$ cat config.mk
export PLATFORM = sky130hd
export DESIGN_NAME = lc3_program_loader
export DESIGN_NICKNAME = d
export VERILOG_FILES = /design/src/rtl/lc3_program_loader.sv
export SDC_FILE = /design/constraint.sdc
export NUM_CORES = 1
export LEC_CHECK = 0
export CAP_MARGIN = 40
export CORE_MARGIN = 5
export CORE_UTILIZATION = 53
export CTS_CLUSTER_DIAMETER = 120
export DETAILED_ROUTE_END_ITERATION = 16
export PLACE_DENSITY_LB_ADDON = 0.08
export SLEW_MARGIN = 20
export SYNTH_ARGS = -nofsm -noshare
export SYNTH_HDL_FRONTEND = slang
export SYNTH_SLANG_ARGS = --single-unit
export TNS_END_PERCENT = 30
$ cat constraint.sdc
create_clock -name clk -period 5.65 [get_ports clk]
set_clock_uncertainty 0.15 [all_clocks]
set_input_delay 0.565 -clock clk [delete_from_list [all_inputs] [get_ports clk]]
set_output_delay 0.565 -clock clk [all_outputs]
set_load 0.01 [all_outputs]
$ cat src/rtl/lc3_program_loader.sv
//==============================================================================
// Module      : lc3_program_loader
// Description : Accepts a valid/ready stream of 16-bit instruction words and
//               writes them to consecutive memory locations through the
//               MARSpcIn/MDRSpcIn special-input path. When the last word has
//               been written it presents the entry point (pc_init/ldPCInit)
//               and then releases the control FSM through run.
//               Optional macro LC3_LOADER_VERIFY_EN adds a read-back check of
//               every written word (READ/CHECK states and the mem_rdata port).
// Revision    : 1.0 - initial release
//==============================================================================
`default_nettype none

module lc3_program_loader #(
   parameter int MAX_WORDS = 256
) (
   input  logic        clk,
   input  logic        reset,
   input  logic        start,
   input  logic [15:0] load_base,
   input  logic        in_valid,
   output logic        in_ready,
   input  logic [15:0] in_data,
   input  logic        in_last,
   output logic [15:0] MARSpcIn,
   output logic [15:0] MDRSpcIn,
   output logic        ldMARSpcIn,
   output logic        ldMAR,
   output logic        ldMDR,
   output logic [1:0]  selMDR,
   output logic        memWE,
   output logic [15:0] pc_init,
   output logic        ldPCInit,
   output logic        run,
   output logic        busy,
   output logic        error,
`ifdef LC3_LOADER_VERIFY_EN
   input  logic [15:0] mem_rdata,
`endif
   output logic [8:0]  word_count
);

   localparam logic [8:0] C_MAX_WORDS = 9'(MAX_WORDS);

`ifdef LC3_LOADER_VERIFY_EN
   typedef enum logic [3:0] {
      S_IDLE, S_ACCEPT, S_DRIVE, S_WRITE, S_FINISH, S_DONE, S_ERROR, S_READ, S_CHECK
   } state_t;
`else
   typedef enum logic [2:0] {
      S_IDLE, S_ACCEPT, S_DRIVE, S_WRITE, S_FINISH, S_DONE, S_ERROR
   } state_t;
`endif

   state_t      state_q, state_d;
   logic [15:0] addr_q, addr_d;
   logic [15:0] base_q, base_d;
   logic        last_q, last_d;
   logic [8:0]  count_q, count_d;
   logic [8:0]  count_inc;

   // Registered output copies; every port is driven straight from a flop.
   logic [15:0] mar_q, mar_d;
   logic [15:0] mdr_q, mdr_d;
   logic [15:0] pc_init_q, pc_init_d;
   logic        in_ready_q, in_ready_d;
   logic        ld_strobe_q, ld_strobe_d;
   logic        ld_mdr_q, ld_mdr_d;
   logic [1:0]  sel_mdr_q, sel_mdr_d;
   logic        mem_we_q, mem_we_d;
   logic        ld_pc_q, ld_pc_d;
   logic        run_q, run_d;
   logic        busy_q, busy_d;
   logic        error_q, error_d;

   // After a word is committed: finish on last, error on reaching the limit.
   function automatic state_t next_after_word(input logic last, input logic [8:0] cnt);
      if (last)
         return S_FINISH;
      else if (cnt == C_MAX_WORDS)
         return S_ERROR;
      else
         return S_ACCEPT;
   endfunction

   assign count_inc = count_q + 9'd1;

   // Next-state logic plus the next value of every registered output.
   always_comb begin
      state_d   = state_q;
      addr_d    = addr_q;
      base_d    = base_q;
      last_d    = last_q;
      count_d   = count_q;
      mar_d     = mar_q;
      mdr_d     = mdr_q;
      pc_init_d = pc_init_q;

      unique case (state_q)
         S_IDLE, S_DONE, S_ERROR: begin
            if (start) begin
               addr_d  = load_base;
               base_d  = load_base;
               count_d = 9'd0;
               state_d = S_ACCEPT;
            end
         end
         S_ACCEPT: begin
            // The word is captured directly into the MDRSpcIn register, which
            // also serves as the latched copy for the rest of the word cycle.
            if (in_valid && in_ready_q) begin
               mdr_d   = in_data;
               mar_d   = addr_q;
               last_d  = in_last;
               state_d = S_DRIVE;
            end
         end
         S_DRIVE: begin
            state_d = S_WRITE;
         end
         S_WRITE: begin
            // Address wraps naturally at 16 bits; a wrap is not an error.
            addr_d  = addr_q + 16'd1;
            count_d = count_inc;
`ifdef LC3_LOADER_VERIFY_EN
            state_d = S_READ;
`else
            state_d = next_after_word(last_q, count_inc);
`endif
         end
`ifdef LC3_LOADER_VERIFY_EN
         S_READ: begin
            state_d = S_CHECK;
         end
         S_CHECK: begin
            // count_q already holds the incremented value from WRITE.
            if (mem_rdata != mdr_q)
               state_d = S_ERROR;
            else
               state_d = next_after_word(last_q, count_q);
         end
`endif
         S_FINISH: begin
            state_d = S_DONE;
         end
         default: begin
            state_d = S_IDLE;
         end
      endcase

      if (state_d == S_FINISH)
         pc_init_d = base_q;

      // Outputs are a function of the state being entered, so they are valid
      // for the whole cycle spent in that state.
      in_ready_d  = (state_d == S_ACCEPT);
      ld_strobe_d = (state_d == S_DRIVE);
      ld_mdr_d    = (state_d == S_DRIVE);
      sel_mdr_d   = (state_d == S_DRIVE) ? 2'b11 : 2'b00;
`ifdef LC3_LOADER_VERIFY_EN
      if (state_d == S_READ) begin
         ld_mdr_d  = 1'b1;
         sel_mdr_d = 2'b01;
      end
`endif
      mem_we_d = (state_d == S_WRITE);
      ld_pc_d  = (state_d == S_FINISH);
      run_d    = (state_d == S_DONE);
      error_d  = (state_d == S_ERROR);
      busy_d   = !((state_d == S_IDLE) || (state_d == S_DONE) || (state_d == S_ERROR));
   end

   // State and output registers; reset clears strobes and run immediately.
   always_ff @(posedge clk or negedge reset) begin
      if (!reset) begin
         state_q     <= S_IDLE;
         addr_q      <= 16'd0;
         base_q      <= 16'd0;
         last_q      <= 1'b0;
         count_q     <= 9'd0;
         mar_q       <= 16'd0;
         mdr_q       <= 16'd0;
         pc_init_q   <= 16'd0;
         in_ready_q  <= 1'b0;
         ld_strobe_q <= 1'b0;
         ld_mdr_q    <= 1'b0;
         sel_mdr_q   <= 2'b00;
         mem_we_q    <= 1'b0;
         ld_pc_q     <= 1'b0;
         run_q       <= 1'b0;
         busy_q      <= 1'b0;
         error_q     <= 1'b0;
      end else begin
         state_q     <= state_d;
         addr_q      <= addr_d;
         base_q      <= base_d;
         last_q      <= last_d;
         count_q     <= count_d;
         mar_q       <= mar_d;
         mdr_q       <= mdr_d;
         pc_init_q   <= pc_init_d;
         in_ready_q  <= in_ready_d;
         ld_strobe_q <= ld_strobe_d;
         ld_mdr_q    <= ld_mdr_d;
         sel_mdr_q   <= sel_mdr_d;
         mem_we_q    <= mem_we_d;
         ld_pc_q     <= ld_pc_d;
         run_q       <= run_d;
         busy_q      <= busy_d;
         error_q     <= error_d;
      end
   end

   assign in_ready   = in_ready_q;
   assign MARSpcIn   = mar_q;
   assign MDRSpcIn   = mdr_q;
   assign ldMARSpcIn = ld_strobe_q;
   assign ldMAR      = ld_strobe_q;
   assign ldMDR      = ld_mdr_q;
   assign selMDR     = sel_mdr_q;
   assign memWE      = mem_we_q;
   assign pc_init    = pc_init_q;
   assign ldPCInit   = ld_pc_q;
   assign run        = run_q;
   assign busy       = busy_q;
   assign error      = error_q;
   assign word_count = count_q;

endmodule

`default_nettype wire
Word level (Yosys, flattened, before mapping). Index checks and enable logic that the tools add are counted.

Logic and storage cells: 53. Input port bits: 37. Register bits after elaboration: 102. Output and inout bits: 68.

Equal/unequal tests: 14. Mux-type cells: 10. $add $sub $neg: 2. Reduce and logical (&&, ||, !) cells: 11.

Operators by type and width (count): 16-bit case mux with 2 select lines (1); 3-bit == test (second input constant) (6); 9-bit case mux with 2 select lines (1); 16-bit by 1-bit adder with 16-bit output (second input constant) (1); 16-bit two-way mux (1); 3-bit case mux with 5 select lines (1); 3-bit by 2-bit == test with 1-bit output (second input constant) (4); 3-bit two-way mux (4); 9-bit by 1-bit adder with 9-bit output (second input constant) (1); 9-bit == test (second input constant) (1); 9-bit two-way mux (1); 3-bit by 1-bit == test with 1-bit output (second input constant) (2); 3-bit zero test (2); 2-bit AND reduction (3); 3-bit OR reduction (1); 1-bit logical OR (2); 2-bit two-way mux (1); 2-bit != test (second input constant) (1); 2-bit nonzero test (1); 1-bit logical AND (1); 1-bit zero test (1).

Logic depth before layout (Yosys ltp). Gate-level depths: netlist of the first run.

Word-level depth: 9. Gate-level depth with buffers: 7.

Worst setup path before layout of the first run. OpenSTA, ideal clock, no wires.

Path type: register -> register. Start: reg count_q[0], in the netlist word_count[0]. End: reg state_q[1]. Period minus slack after synthesis: 2.242 ns. Setup slack: 3.408 ns. Setup time: 0.066 ns. Path buffers: 1. Arrival: 2.025 ns. Stages on the path, launching flop included: 8. Cells stage by stage: dfrtp_1 ha_1 clkbuf_1 nor3b_1 a31oi_1 or3_4 a221oi_4 a221o_1.

Longest elaborated chain between the ends: 5.

Ends and longest elaborated chain: start, declared (RTL line 59) `logic [8:0] count_q, count_d;`; start signal, assigned (RTL line 198) `count_q <= count_d;`; 9-bit by 1-bit adder with 9-bit output (RTL line 86) `assign count_inc = count_q + 9'd1;`; 9-bit == test (RTL line 80) `else if (cnt == C_MAX_WORDS)`; 3-bit two-way mux (RTL line 80); 3-bit two-way mux (RTL line 78) `if (last)`; 3-bit case mux with 5 select lines (RTL line 99) `unique case (state_q)`; via state_d[1] (RTL line 55) `state_t state_q, state_d;`; end signal, assigned (RTL line 194) `state_q <= state_d;`; end, declared (RTL line 55).

The timed path passes the listed nets, and every way through them passes these cells. A chain may end at the register's enable or synchronous reset.

Worst setup path in the final report of the first run.
Start: in start. End: reg count_q[5], in the netlist word_count[5].

Longest elaborated chain between the ends: 2.

Ends and longest elaborated chain: start, declared (RTL line 19) `input logic start,`; 2-bit != test (no source line); 2-bit AND reduction (no source line).

No other way between the ends.

==> results of run 1 <==
[worst paths after layout]
kind	start	end	slack, ns	depth (start not counted)
setup / recovery	start	word_count[5]$_DFFE_PN0P_	3.15	6
hold / removal	reset	pc_init[13]$_DFFE_PN0N_	0.002	1
setup reg to reg	word_count[0]$_DFFE_PN0P_	state_q[1]$_DFF_PN0_	3.20	6
hold reg to reg	MDRSpcIn[9]$_DFFE_PN0P_	MDRSpcIn[9]$_DFFE_PN0P_	0.33	2
max in group asynchronous	reset	state_q[0]$_DFF_PN0_	4.50	3
min in group clk	MDRSpcIn[9]$_DFFE_PN0P_	MDRSpcIn[9]$_DFFE_PN0P_	0.33	2
[power groups by stage]
stage	combinational, mW	sequential, mW	clock (mW)
floorplan	0.617	1.30	0
global placement	1.18	1.27	0
detailed placement	1.25	1.28	0
CTS	1.26	1.27	0.475
global route	1.38	1.32	0.504
finish	1.25	1.27	0.466
[layer usage]
metal  global-route usage [%]  up-vias
met5                        0        -
met1                     29.5     1729
met4                     7.46        0
li1                         -     1722
met3                     4.08        9
met2                     33.2      112
[area by class of cell]
cell class | count | area share (%)
inverter | 5 | 0.328
sequential | 100 | 43.8
multi-input combinational | 322 | 30.0
clock buffer | 10 | 2.23
tap | 105 | 2.30
timing repair buffer | 112 | 20.2
clock inverter | 6 | 1.23
[sequential cells by signal, indices dropped and copies added (netlist names), 3 cells and up]
name / count
pc_init: 16
word_count: 9
base_q: 16
addr_q: 16
MARSpcIn: 16
MDRSpcIn: 16
state_q: 3
[per-stage QoR]
step	instances	util [%]	instance area [um2]	worst slack, ns
2_1_floorplan	454	-	4360	3.41
3_3_place_gp	639	66.7	5430	2.72
3_5_place_dp	642	67.3	5480	2.76
4_1_cts	658	69.8	5670	2.99
5_1_grt	660	70.3	5720	2.89
6_report	660	70.3	5720	3.15
[Yosys cell counts, types with 5 or more instances]
| master | number |
|---|---|
| nand2_1 | 175 |
| dfrtp_1 | 100 |
| o21ai_0 | 25 |
| nor2_1 | 20 |
| clkbuf_1 | 17 |
| mux2_2 | 16 |
| nand3_1 | 12 |
| buf_2 | 6 |
| nand4_1 | 6 |
| a21oi_1 | 5 |
| o311ai_0 | 5 |
[cell families after synthesis]
| family | count (synthesis) |
|---|---|
| DFF | 100 |
| AOI/OAI and AO/OA | 67 |
| adders and majority gates | 3 |
| xor gates and xnor gates | 3 |
| muxes | 18 |
| buffers and inverters | 32 |
| and+or+nand+nor | 231 |
[worst reg2reg max path, delay by kind of cell, from the launching register on]
| kind | cells | cell delay, ns |
|---|---|---|
| AOI/OAI and AO/OA | 3 | 0.76 |
| and+or+nand+nor | 2 | 0.65 |
| adders and majority gates | 1 | 0.35 |
| DFF | 1 | 0.48 |
==> qor.yml, run 1 <==
status:
  outcome: "completed"
placed_design:
  numPortBuffers: 104
  hpwlAfterDp_um: 7070
  gp_congestion: 0.814
sta:
  final.min_clock_period_ns: 2.50
  setup_violations: 0
  fin_crit_sh_pct: 44.2
  rsz0062_at_grt: "no"
  drv_slew: 0
  whs_ns: 0.00246
  max_freq_mhz: 400
  hold_viol: 0
  relSlewSlack_pct: 57.7
  tns_ns: 0
  worstMarginPinSlew_ns: 0.632
pwr:
  sw_frac_of_total_pct: 37.3
  power.share.sequential_pct: 42.6
  switchingPower_mw: 1.11
  total_power_mw: 2.99
  combPwrFrac_pct: 41.8
  powerDensity_nw_per_um2: 522
  intPower_mw: 1.87
  p_leak_nw: 2.69
  vdd_drop_max_uv: 302
  p_clk_share_pct: 15.6
global_routing:
  grt_pass1_vias: 3534
  grtUsageTotal_pct: 21.1
  grt_max_degree: 61
  grt-ovfl-total: 0
  antenna_found_initial: 0
  grt_pass1_wl_um: 17100
critical_path:
  crit_chain: "clkdlybuf4s50_1 -> o211a_1 -> nor2_1 -> buf_4 -> o21ai_0 -> o41ai_1"
  path_buf_inv: 2
  cp_top_family: "buffers and inverters"
  critical_path.max_fanout: 20
  crit_path_start_kind: "primary input"
  slowest_stage: "clkdlybuf4s50_1"
  cpPeakStageDelay_ns: 0.65
  critPathArrivalTime_ns: 2.59
  cp.required_ns: 5.75
  crit_path_end_kind: "register"
  critPathKind: "in2reg"
route:
  drcViolationCount: 0
  highest_layer: "met4"
  routed_wl_um: 10300
  first_pass_iters: 5
  wl_met2_um: 4860
  wl_met1_um: 4730
  ant_nets: 0
  wl_per_cell_um: 15.5
  dr_total_vias: 3572
  dr_wl_met3_um: 598
  drt_iter0_drc: 203
  routed_via_density: 5.41
clock_network:
  cts.sinks: 100
  ctsHoldBuffers: 0
  cts-root-buf: "clkbuf_8"
  clockBufferDepth: 2
  path_clk_slew_ns: 0.11
  cts_max_level: 3
  numCtsBuffers: 9
  post_cts_buffers: 0
  clock_latency_ns: 0.36
  cts_tree: "done"
  cts.repair.resized: 0
floorplanning:
  ios: 105
  num_rows: 33
  die_w_um: 101
  core-area_um2: 8130
  die_area_um2: 10100
  die_y_um: 101
  initial_core_util_pct: 53.6
finish:
  final_common_cell: "nand2_1"
  syn_to_final_growth_pct: 31.2
  multi_input_area_um2: 1710
  final_cell_mix: "175 x nand2_1, 103 x clkdlybuf4s50_1, 100 x dfrtp_1, 25 x o21ai_0, 20 x nor2_1"
  nFillCells: 640
  seq_area_um2: 2500
  antenna_cells: 0
  drive_gt1_share_pct: 8.65
  nets: 590
synth:
  muxShareOfSynthArea_pct: 4.59
  synth_flop_cell: "dfrtp_1"
  synth_seq_area_share_pct: 57.4
  synth.distinct_cells: 48
  ys_seq_elements: 100
  synthAdderAreaFrac_pct: 0.861
  syn-cell-area_um2: 4360
  synth-compound-area-share_pct: 10.9
  syn_nets: 494
  synth_area_leaders: "dfrtp_1 57%, nand2_1 15%, mux2_2 4.1%, o21ai_0 2.9%, nor2_1 1.7%"
  async_flop_share_pct: 100
  synthCells: 454
  synth_top_area_cell: "dfrtp_1"
  synthSimpleGateAreaFrac_pct: 22.4
  synthXorXnorAreaFrac_pct: 0.603
  synth_top_area_share_pct: 57.4
  synth_enable_flop_cells: 0
  ys.warnings.count: 0
  synth_top_family_by_area: "simple AND/OR/NAND/NOR gates"
  avgSynthCellArea_um2: 9.60
job:
  drv_cap: 0
hold_path:
  hold_path_class: "in2async"
(Power assumes the default switching activity.)
==> inputs of run 2 (changes only) <==
- CORE_UTILIZATION: 53 -> 50
- clock period: 5.65 -> 2.4 ns (I/O delays scaled with it)
==> qor.yml, run 2 (synthesis gave the netlist of run 1 again) <==
clock_network:
  path_clk_slew_ns: 0.10  # about the same
  cts-root-buf: "clkbuf_8"
  clock_latency_ns: 0.35  # about the same
  clockBufferDepth: 2  # unchanged
  cts.sinks: 100  # unchanged
  cts_tree: "done"
  post_cts_buffers: 0  # unchanged
  cts_max_level: 3  # unchanged
  numCtsBuffers: 9  # unchanged
job:
  drv_cap: 0  # unchanged
pwr:
  sw_frac_of_total_pct: 36.4  # -0.90 points
  total_power_mw: 7.04  # +140%
  vdd_drop_max_uv: 561  # +86%
  power.share.sequential_pct: 41.5  # -1.1 points
  intPower_mw: 4.47  # +140%
  switchingPower_mw: 2.56  # +130%
  p_leak_nw: 2.75  # +2.1%
  combPwrFrac_pct: 43.3  # +1.5 points
  p_clk_share_pct: 15.3  # -0.3 points
  powerDensity_nw_per_um2: 1220  # +130%
finish:
  antenna_cells: 0  # unchanged
  final_cell_mix: "175 x nand2_1, 103 x clkdlybuf4s50_1, 100 x dfrtp_1, 25 x o21ai_0, 20 x nor2_1"
  seq_area_um2: 2500  # unchanged
  final_cell_area_um2: 5770  # +0.96%
  nets: 602  # +2.0%
  multi_input_area_um2: 1710  # unchanged
  drive_gt1_share_pct: 10.4  # +1.8 points
  final_common_cell: "nand2_1"
  syn_to_final_growth_pct: 32.4
  nFillCells: 722  # +13%
sta:
  whs_ns: 0.221  # +0.218 ns
  tns_ns: 0  # unchanged
  worstMarginPinSlew_ns: 0.534  # -0.0983 ns
  drv_slew: 0  # unchanged
  fin_crit_sh_pct: 90.4
  relSlewSlack_pct: 64.3  # +6.5 points
  setup_violations: 0  # unchanged
  final.min_clock_period_ns: 2.17
  hold_viol: 0  # unchanged
  rsz0062_at_grt: "no"
  max_freq_mhz: 461
route:
  routed_via_density: 5.33  # -1.5%
  ant_nets: 0  # unchanged
  wl_per_cell_um: 15.3  # -1.6%
  routed_wl_um: 10300  # +0.48%
  drcViolationCount: 0  # unchanged
  dr_total_vias: 3593  # +0.59%
  drt_iter0_drc: 129  # -36%
  first_pass_iters: 4  # -1
critical_path:
  path_buf_inv: 1  # -1
  crit_path_end_kind: "register"
  crit_path_start_kind: "register"
  cp_top_family: "simple AND/OR/NAND/NOR gates"
  critPathKind: "reg2reg"
  critPathArrivalTime_ns: 2.31  # -0.28 ns
  slowest_stage: "or4b_1"
  critical_path.max_fanout: 7  # -65%
  cp.required_ns: 2.54  # -3.21 ns
  cpPeakStageDelay_ns: 0.52  # -0.13 ns
  crit_chain: "buf_4 -> nand3_2 -> nor2_1 -> or4b_1 -> a221oi_4 -> a221o_1"
floorplanning:
  ios: 105  # unchanged
  core-area_um2: 8590  # +5.6%
  die_y_um: 103  # +2.7%
  die_w_um: 103  # +2.7%
  die_area_um2: 10700  # +5.4%
  initial_core_util_pct: 50.7  # -2.9 points
  num_rows: 34  # +3.0%
status:
  outcome: "completed"
global_routing:
  grt_pass1_vias: 3568  # +0.96%
  grt-ovfl-total: 0  # unchanged
  grtUsageTotal_pct: 20.2  # -0.95 points
  grt_pass1_wl_um: 17100  # -0.36%
  antenna_found_initial: 0  # unchanged
  grt_max_degree: 51  # -16%
placed_design:
  numPortBuffers: 104  # unchanged
  hpwlAfterDp_um: 7310  # +3.4%
  place_area_um2: 5560  # +1.6%
  gp_congestion: 0.872  # +7.2%
hold_path:
  hold_path_class: "in2async"
-- run 2: worst paths after layout --
check	slack, ns	from	end	cells after the start
min in group clk	0.26	in_data[9]	MDRSpcIn[9]$_DFFE_PN0P_	3
worst min-delay path	0.22	reset	pc_init[11]$_DFFE_PN0N_	2
worst min register to register	0.33	base_q[13]$_DFFE_PN0P_	base_q[13]$_DFFE_PN0P_	2
worst max-delay path	0.23	word_count[0]$_DFFE_PN0P_	state_q[1]$_DFF_PN0_	6
max in group asynchronous	1.27	reset	last_q$_DFFE_PN0P_	3
worst max register to register	0.23	word_count[0]$_DFFE_PN0P_	state_q[1]$_DFF_PN0_	6
-- run 2: per-layer routing --
layer | part of all wire [%] | up-vias | track usage [%]
li1 | - | 1748 | -
met3 | 4.9 | 12 | 2.48
met2 | 49 | 92 | 32.5
met1 | 45 | 1741 | 28.4
met5 | 0 | - | 0
met4 | 1.3 | 0 | 6.87
-- run 2: cell type report --
| class | instances | share of cell area (%) |
|---|---|---|
| repair buffers | 124 | 20.9 |
| inverters | 5 | 0.325 |
| well taps | 108 | 2.34 |
| clock buffers | 10 | 2.38 |
| multi-input cells | 322 | 29.7 |
| flip-flops and latches | 100 | 43.4 |
| clock inverters | 5 | 1.06 |
-- run 2: what timing repair did --
| item | CTS | global route |
|---|---|---|
| gates resized for setup | 0 | 0 |
| hold buffers | 1 | 0 |
| hold endpoints to repair | 32 | 0 |
-- run 2: per-stage QoR --
step	worst slack (ns)	cells	utilization (%)
6_report	0.231	674	67.2
5_1_grt	0.140	674	67.2
4_1_cts	0.243	674	67.2
3_5_place_dp	0.270	658	64.7
3_3_place_gp	0.169	657	64.6
2_1_floorplan	0.158	454	-
-- run 2: power by group through the flow --
stage / clock (mW) / combinational [mW] / sequential [mW]
after global routing: 1.18 / 3.39 / 3.02
final: 1.07 / 3.04 / 2.92
after global placement: 0 / 2.99 / 2.92
after detailed placement: 0 / 3.07 / 2.95
after floorplan: 0 / 1.45 / 3.05
after CTS: 1.11 / 3.09 / 2.92
